==> config.mk <==
export PLATFORM = sky130hd
export DESIGN_NAME = seq_det_sched
export DESIGN_NICKNAME = d
export VERILOG_FILES = /design/src/rtl/seq_det_sched.sv
export SDC_FILE = /design/constraint.sdc
export NUM_CORES = 1
export LEC_CHECK = 0
export ABC_AREA = 0
export BUFFER_PORTS_ARGS = -buffer_cell sky130_fd_sc_hd__buf_2
export CAP_MARGIN = 20
export CORE_ASPECT_RATIO = 0.75
export CORE_UTILIZATION = 53
export CTS_BUF_LIST = sky130_fd_sc_hd__clkbuf_4 sky130_fd_sc_hd__clkbuf_8 sky130_fd_sc_hd__clkbuf_16
export CTS_CLUSTER_SIZE = 28
export DETAILED_ROUTE_END_ITERATION = 8
export PLACE_DENSITY = 0.76
export SLEW_MARGIN = 30
export SYNTH_ARGS = -nofsm -noshare
export SYNTH_HDL_FRONTEND = slang
export SYNTH_SLANG_ARGS = --single-unit
==> constraint.sdc <==
create_clock -name clk -period 3.4 [get_ports clk]
set_input_delay 0.34 -clock clk [delete_from_list [all_inputs] [get_ports clk]]
set_output_delay 0.34 -clock clk [all_outputs]
set_load 0.02 [all_outputs]
==> src/rtl/seq_det_sched.sv <==
// seq_det_sched: round-robin frame scheduler that serializes frames into an external sequence detector and reports match counts
module seq_det_sched #(
    parameter int WIDTH = 8,
    parameter int CNT_W = 4
) (
    input  logic             clk,
    input  logic             rst,
    input  logic             req0_valid,
    input  logic [WIDTH-1:0] req0_data,
    output logic             req0_ready,
    input  logic             req1_valid,
    input  logic [WIDTH-1:0] req1_data,
    output logic             req1_ready,
    output logic             det_clr,
    output logic             det_seq,
    input  logic             det_out,
    output logic             res_valid,
    input  logic             res_ready,
    output logic             res_id,
    output logic [CNT_W-1:0] res_count,
    output logic             busy
);
    localparam logic [1:0] IDLE = 2'd0, CLEAR = 2'd1, SHIFT = 2'd2, REPORT = 2'd3;
    logic [1:0]       state;
    logic             last_grant, pick1, idle;
    logic [WIDTH-1:0] shreg;
    logic [CNT_W-1:0] bit_idx, count, count_nxt;
    // round-robin pick, ready gating (held low while reset is asserted) and saturating match count
    always_comb begin
        idle       = state == IDLE;
        pick1      = req1_valid && (!req0_valid || !last_grant);
        req0_ready = rst && idle && req0_valid && !pick1;
        req1_ready = rst && idle && pick1;
        busy       = !idle;
        count_nxt  = (det_out && count != {CNT_W{1'b1}}) ? count + CNT_W'(1) : count;
    end
    // frame FSM: grant, clear detector, shift MSB first, hold result until accepted
    always_ff @(posedge clk or negedge rst) begin
        if (!rst) begin
            state      <= IDLE;
            last_grant <= 1'b1;
            shreg      <= '0;
            bit_idx    <= '0;
            count      <= '0;
            det_clr    <= 1'b0;
            det_seq    <= 1'b0;
            res_valid  <= 1'b0;
            res_id     <= 1'b0;
            res_count  <= '0;
        end else begin
            case (state)
                IDLE: if (req0_valid || req1_valid) begin
                    state   <= CLEAR;
                    res_id  <= pick1;
                    shreg   <= pick1 ? req1_data : req0_data;
                    det_clr <= 1'b1;
                end
                CLEAR: begin
                    state   <= SHIFT;
                    det_clr <= 1'b0;
                    det_seq <= shreg[WIDTH-1];
                    shreg   <= shreg << 1;
                    count   <= '0;
                    bit_idx <= '0;
                end
                SHIFT: begin
                    count <= count_nxt;
                    if (bit_idx == CNT_W'(WIDTH - 1)) begin
                        state     <= REPORT;
                        det_seq   <= 1'b0;
                        res_valid <= 1'b1;
                        res_count <= count_nxt;
                    end else begin
                        bit_idx <= bit_idx + CNT_W'(1);
                        det_seq <= shreg[WIDTH-1];
                        shreg   <= shreg << 1;
                    end
                end
                REPORT: if (res_ready) begin
                    state      <= IDLE;
                    res_valid  <= 1'b0;
                    last_grant <= res_id;
                end
            endcase
        end
    end
endmodule

==> out/qor.txt, run 1 <==
Clock H-tree levels: 1
# DRC: 0
WL final: 3407 um
Crit path max fanout: 15
EDFF count, synth: 0
CTS tree: yes
IO Pins: 33
Setup violators final: 0
Relative slew slack: 58.89%
CP Class: flip-flop to flip-flop
Psw: 0.7135 mW
Hold Buf Count CTS: 0
Power share of the combinational group: 55.4%
Vias in the first global route: 1238
Overall via count from detail_route: 1377
Hold Crit Class: input pin to asynchronous set/reset pin
Clock Power Share: 11.2%
Maxcap violations: 0
Power per Cell Area: 869.6 nW/um^2
Area delta synth->final: 13.16%
Synthesized flop and latch total: 27
Vias/cell: 5.910
Final Hold Fails: 0
Initial antenna violation count: 0
Final nets: 224
CP required: 3.58 ns
Internal: 0.8958 mW
Net count after synthesis: 196
DRT iter0 DRCs: 90
Latest clock arrival within the worst-skew pair: 0.27 ns
Fmax: 443.6 MHz
First-pass GRT wire length: 5630 um
Share of cells above drive strength 1: 25.13%
Pin count of the biggest net entering global routing: 34
CP Capture Type: flip-flop
Tightest Pin Transition: 0.6167 ns
Net Sw Frac: 44.33%
Min cycle time layout: 2.255 ns
Peak VDD IR: 0.6859 mV
Estimated wirelength of the detail-placed design: 2462 um
Layout filler cell count: 252
Ys flop type: dfrtp_1
Status: complete, no violations
Root buf cell: clkbuf_8
1st-pass router iterations: 4
Worst hold slack: 0.06904 ns
Top cell type by total area after synthesis: dfrtp_1
Register area share after synthesis: 41.39%
Post-CTS sizing: 0
Fin crit share: 66.31%
Rows: 17
Most frequent cell after synthesis: dfrtp_1
Mean Syn Cell Area: 9.734 um^2
Asr flop ratio synth: 100.0%
Clk slew on worst S/H paths: 0.09 ns
DRT antenna net count: 0
Tot GR Track Use: 22.40%
Leak Pwr: 0.8623 nW
Synth top area share: 39.79%
Part of the power in registers: 33.3%
DR WL/cell: 14.62 um
Unrepaired setup endpoints after global routing: false
Max Slew Vio Count: 0
Synth area leaders: dfrtp_1, o31ai_2, ha_1
Post-synth cell types: 40
Post-layout power: 1.609 mW
Post-place instance area: 1802 um^2
Total gr overflow: 0
DIE HEIGHT: 50.11 um
Core Area: 2935 um^2
Warnings, synthesis: 0
GP Congestion: 0.7492
Antenna diodes: 0
Synth Instances: 168
IO Port Bufs: 32
CP startpoint kind: flip-flop
Worst clock skew: 0.001489 ns
Die ar.: 3314 um^2
Reg2Reg Setup Slack: 1.15 ns
CP Data Arrival Time: 2.44 ns
Post-route cell area: 1851 um^2
CTS Buf Count: 3
Deepest clock path buffer count: 2
Setup TNS: 0 ns
Setup Fix Bufs, Post-CTS: 0
Mapped Area: 1635 um^2
Leading cell types by count after synthesis: dfrtp_1, inv_1, nand2_1, nor2b_1, o21ai_0
Reg-to-reg startpoint: state[0]
Die Width: 66.14 um
Reg-to-Reg End: shreg[6]
Initial Util: 55.71%
FF-to-FF path depth: 5
Clk sink count: 27
[how the worst max path moves through the flow]
stage / from / to / slack, ns / depth (start not counted)
6_report: state[0] / shreg[6] / 1.15 / 5
5_1_grt: state[0] / shreg[7] / 0.98 / 5
4_1_cts: state[0] / shreg[6] / 1.15 / 5
3_5_place_dp: state[0] / shreg[6] / 1.18 / 5
3_3_place_gp: state[0] / shreg[7] / 1.30 / 5
2_1_floorplan: state[0] / shreg[1] / 1.69 / 6
[flip-flops by register name, indices dropped and copies added (netlist names)]
name        cells
bit_idx         4
det_seq         1
state           2
last_grant      1
res_id          1
res_count       4
count           4
det_clr         1
shreg           8
res_valid       1
[routing by layer]
metal  global-route usage (%)  up-vias  routed length [um]
met4                    4.610        0                  17
met3                    4.630        2                 112
met2                    37.41       25                1665
li1                         -      687                   -
met5                        0        -                   0
met1                    29.94      663                1612
[cell families (layout without fill, tap and decap cells)]
logic type / after synthesis / after routing / share of synthesized area [%]
AO/OA/AOI/OAI: 54 / 54 / 25.94
AND/OR/NAND/NOR: 53 / 53 / 18.75
flip-flops: 27 / 27 / 41.39
buffers and inverters: 22 / 49 / 5.509
adder cells (fa/ha/maj): 6 / 6 / 4.591
multiplexers: 6 / 6 / 3.826
[final cells by class]
cell class | instances | area, um^2 | area share [%]
multi-input cells | 119 | 870.8 | 47.06
flip-flops and latches | 27 | 676.9 | 36.58
repair buffers | 32 | 160.2 | 8.655
inverters | 13 | 48.80 | 2.637
well taps | 38 | 47.55 | 2.569
clock buffers | 3 | 41.29 | 2.231
clock inverters | 1 | 5.005 | 0.2705
[layout by cell type (no fill, tap or decap), types with 5 or more instances in the layout]
| cell type | instances |
|---|---|
| a21oi_1 | 5 |
| a221oi_1 | 7 |
| and2_1 | 7 |
| buf_2 | 32 |
| dfrtp_1 | 26 |
| ha_1 | 5 |
| inv_1 | 13 |
| nand2_1 | 13 |
| nand3_1 | 5 |
| nor2b_1 | 10 |
| o21ai_0 | 10 |
| o31ai_1 | 9 |
| o31ai_2 | 7 |
[power by group through the flow]
| stage | sequential, mW | combinational [mW] | clock (mW) |
|---|---|---|---|
| finish | 0.537 | 0.892 | 0.181 |
| floorplan | 0.549 | 0.695 | 0 |
| CTS | 0.534 | 0.889 | 0.184 |
| detailed placement | 0.540 | 0.882 | 0 |
| global route | 0.550 | 0.989 | 0.196 |
| global placement | 0.532 | 0.836 | 0 |
[worst max-delay path, cell delays in order, from the launching register on]
cell	delay [ns]
dfrtp_1	0.42
inv_1	0.09
ha_1	0.38
and4b_1	0.43
or3_1	0.55
o31ai_2	0.30
[per-stage QoR]
stage | instances | worst slack (ns) | util, %
2_1_floorplan | 168 | 1.692 | -
3_3_place_gp | 229 | 1.304 | 61.38
3_5_place_dp | 229 | 1.176 | 61.38
4_1_cts | 233 | 1.154 | 62.96
5_1_grt | 233 | 0.9786 | 63.04
6_report | 233 | 1.145 | 63.04
(Power assumes the default switching activity.)
==> run 2: changes to the inputs <==
clock period = 2.3 ns   (was 3.4 ns; I/O delays follow)
==> run 2 against run 1 <==
Effect of this change:
- combinational power is 52% higher
- count of clock-buffer cells in the layout stayed put
- cell area is 2.2% higher
- global-route usage is 1.5 points higher
- clock skew grew 0.0086 ns
- clock power rose by 52%
- worst setup slack lost 0.85 ns
- power grew 52%
- highest routed layer unchanged
- largest cell class unchanged
- register-to-register slack worse by 0.85 ns
- critical path depth is the same
- hold slack improved by 0.22 ns
- final cell count is 2.1% higher
==> out/qor.txt, run 2 (same netlist as run 1, synthesis figures left out) <==
FF-to-FF path depth: 5
Root buf cell: clkbuf_8
Initial antenna violation count: 0
Antenna diodes: 0
Total gr overflow: 0
Reg2Reg Setup Slack: 0.30 ns
Hold Path Sink: shreg[0]
Area delta synth->final: 15.61%
Die ar.: 3314 um^2
Vias in the first global route: 1333
Overall via count from detail_route: 1406
Rows: 17
Setup TNS: 0 ns
Latest clock arrival within the worst-skew pair: 0.28 ns
Pin count of the biggest net entering global routing: 28
DRT iter0 DRCs: 69
Share of cells above drive strength 1: 26.00%
Most frequent cells in the layout: buf_2, dfrtp_1, inv_1, nand2_1
Internal: 1.348 mW
Peak VDD IR: 0.8339 mV
Setup Fix Bufs, Post-CTS: 0
1st-pass router iterations: 4
Largest register FFs: 8
CP Cell Sequence: inv_1 -> ha_1 -> nor3_2 -> or3_1 -> o31ai_1
Setup ws final: 0.2954 ns
WL final: 3598 um
Final Hold Fails: 0
Die Width: 66.14 um
CP Data Arrival Time: 2.16 ns
CP startpoint kind: flip-flop
GP Congestion: 0.8460
Most flops, register: shreg
Reg-to-reg startpoint: state[0]
DRT antenna net count: 0
Core Area: 2935 um^2
Hold Crit Class: input pin to flip-flop
Clock H-tree levels: 1
CP required: 2.45 ns
Worst hold slack: 0.2875 ns
# DRC: 0
Min cycle time layout: 2.005 ns
Leak Pwr: 0.8844 nW
Fin crit share: 87.16%
Psw: 1.091 mW
Part of the power in registers: 32.8%
CP max stage delay: 0.51 ns
Status: complete, no violations
Crit path max-delay cell type: nor3_2
Pre-CTS setup slack: 0.3333 ns
WP buf/inv: 1
Clk slew on worst S/H paths: 0.10 ns
Crit path max fanout: 9
Post-CTS sizing: 0
Estimated wirelength of the detail-placed design: 2694 um
Hold Crit Start: req1_data[0]
Setup violators final: 0
IO Pins: 33
First-pass GRT wire length: 6009 um
Reg-to-Reg End: shreg[4]
DR WL/cell: 15.12 um
Worst clock skew: 0.01005 ns
Unrepaired setup endpoints after global routing: false
Vias/cell: 5.908
CP Capture Type: flip-flop
Power share of the combinational group: 55.9%
Relative slew slack: 61.65%
Maxcap violations: 0
Max Slew Vio Count: 0
CP Class: flip-flop to flip-flop
CTS tree: yes
Leading cell type in the layout, fill and taps excluded: buf_2
Clk sink count: 27
Delay-heaviest family, CP: simple AND/OR/NAND/NOR gates
Initial Util: 55.71%
Tightest Pin Transition: 0.5722 ns
DIE HEIGHT: 50.11 um
Worst hold path depth: 3
Net Sw Frac: 44.74%
Clock Power Share: 11.3%
Power per Cell Area: 1290 nW/um^2
Tot GR Track Use: 23.87%
CTS Buf Count: 3
Deepest clock path buffer count: 2
Layout filler cell count: 254
Fmax: 498.8 MHz
IO Port Bufs: 32
Final nets: 229
[run 2: tightest hold or removal path, cell delays in order]
cell and delay, ns:
buf_2 0.07, mux2i_1 0.07, o31ai_2 0.16
[run 2: power by group through the flow]
stage	sequential, mW	combinational [mW]	clock, mW
finish	0.801	1.36	0.275
global route	0.822	1.49	0.299
CTS	0.796	1.36	0.281
detailed placement	0.805	1.35	0
global placement	0.795	1.27	0
floorplan	0.812	1.03	0
[run 2: stage by stage]
stage / cells / cell area [um^2] / total power, mW / util, %
floorplan: 168 / 1635 / 1.839 / -
global placement: 233 / 1832 / 2.069 / 62.40
CTS: 238 / 1891 / 2.434 / 64.41
global route: 238 / 1891 / 2.615 / 64.41
detailed placement: 233 / 1832 / 2.159 / 62.40
finish: 238 / 1891 / 2.440 / 64.41
[run 2: area by class of cell]
| type | count | area (um^2) | share of cell area, % |
|---|---|---|---|
| multi-input cells | 119 | 868.3 | 45.93 |
| flip-flops and latches | 27 | 676.9 | 35.80 |
| repair buffers | 37 | 200.2 | 10.59 |
| inverters | 13 | 48.80 | 2.581 |
| well taps | 38 | 47.55 | 2.515 |
| clock buffers | 3 | 41.29 | 2.184 |
| clock inverters | 1 | 7.507 | 0.3971 |
[run 2: what timing repair did]
item,4_1_cts,5_1_grt
endpoints found under the hold margin,26,0
hold buffers,1,0
setup endpoints to repair,0,0
[run 2: worst max path at each step]
stage	start	to	slack, ns	depth (start not counted)
6_report	state[0]	shreg[4]	0.30	5
3_3_place_gp	state[0]	shreg[7]	0.46	5
2_1_floorplan	state[0]	shreg[1]	0.59	6
5_1_grt	state[0]	shreg[3]	0.18	5
3_5_place_dp	state[0]	shreg[3]	0.33	5
4_1_cts	state[0]	shreg[7]	0.34	5
[run 2: metal layers]
layer | share of wire [%] | wire [um] | track usage, % | vias up
met2 | 46 | 1649 | 38.10 | 43
met4 | 1.9 | 70 | 6.738 | 0
met5 | 0 | 0 | 0 | -
met1 | 47 | 1695 | 32.40 | 663
met3 | 5.1 | 183 | 5.324 | 8
li1 | - | - | - | 692
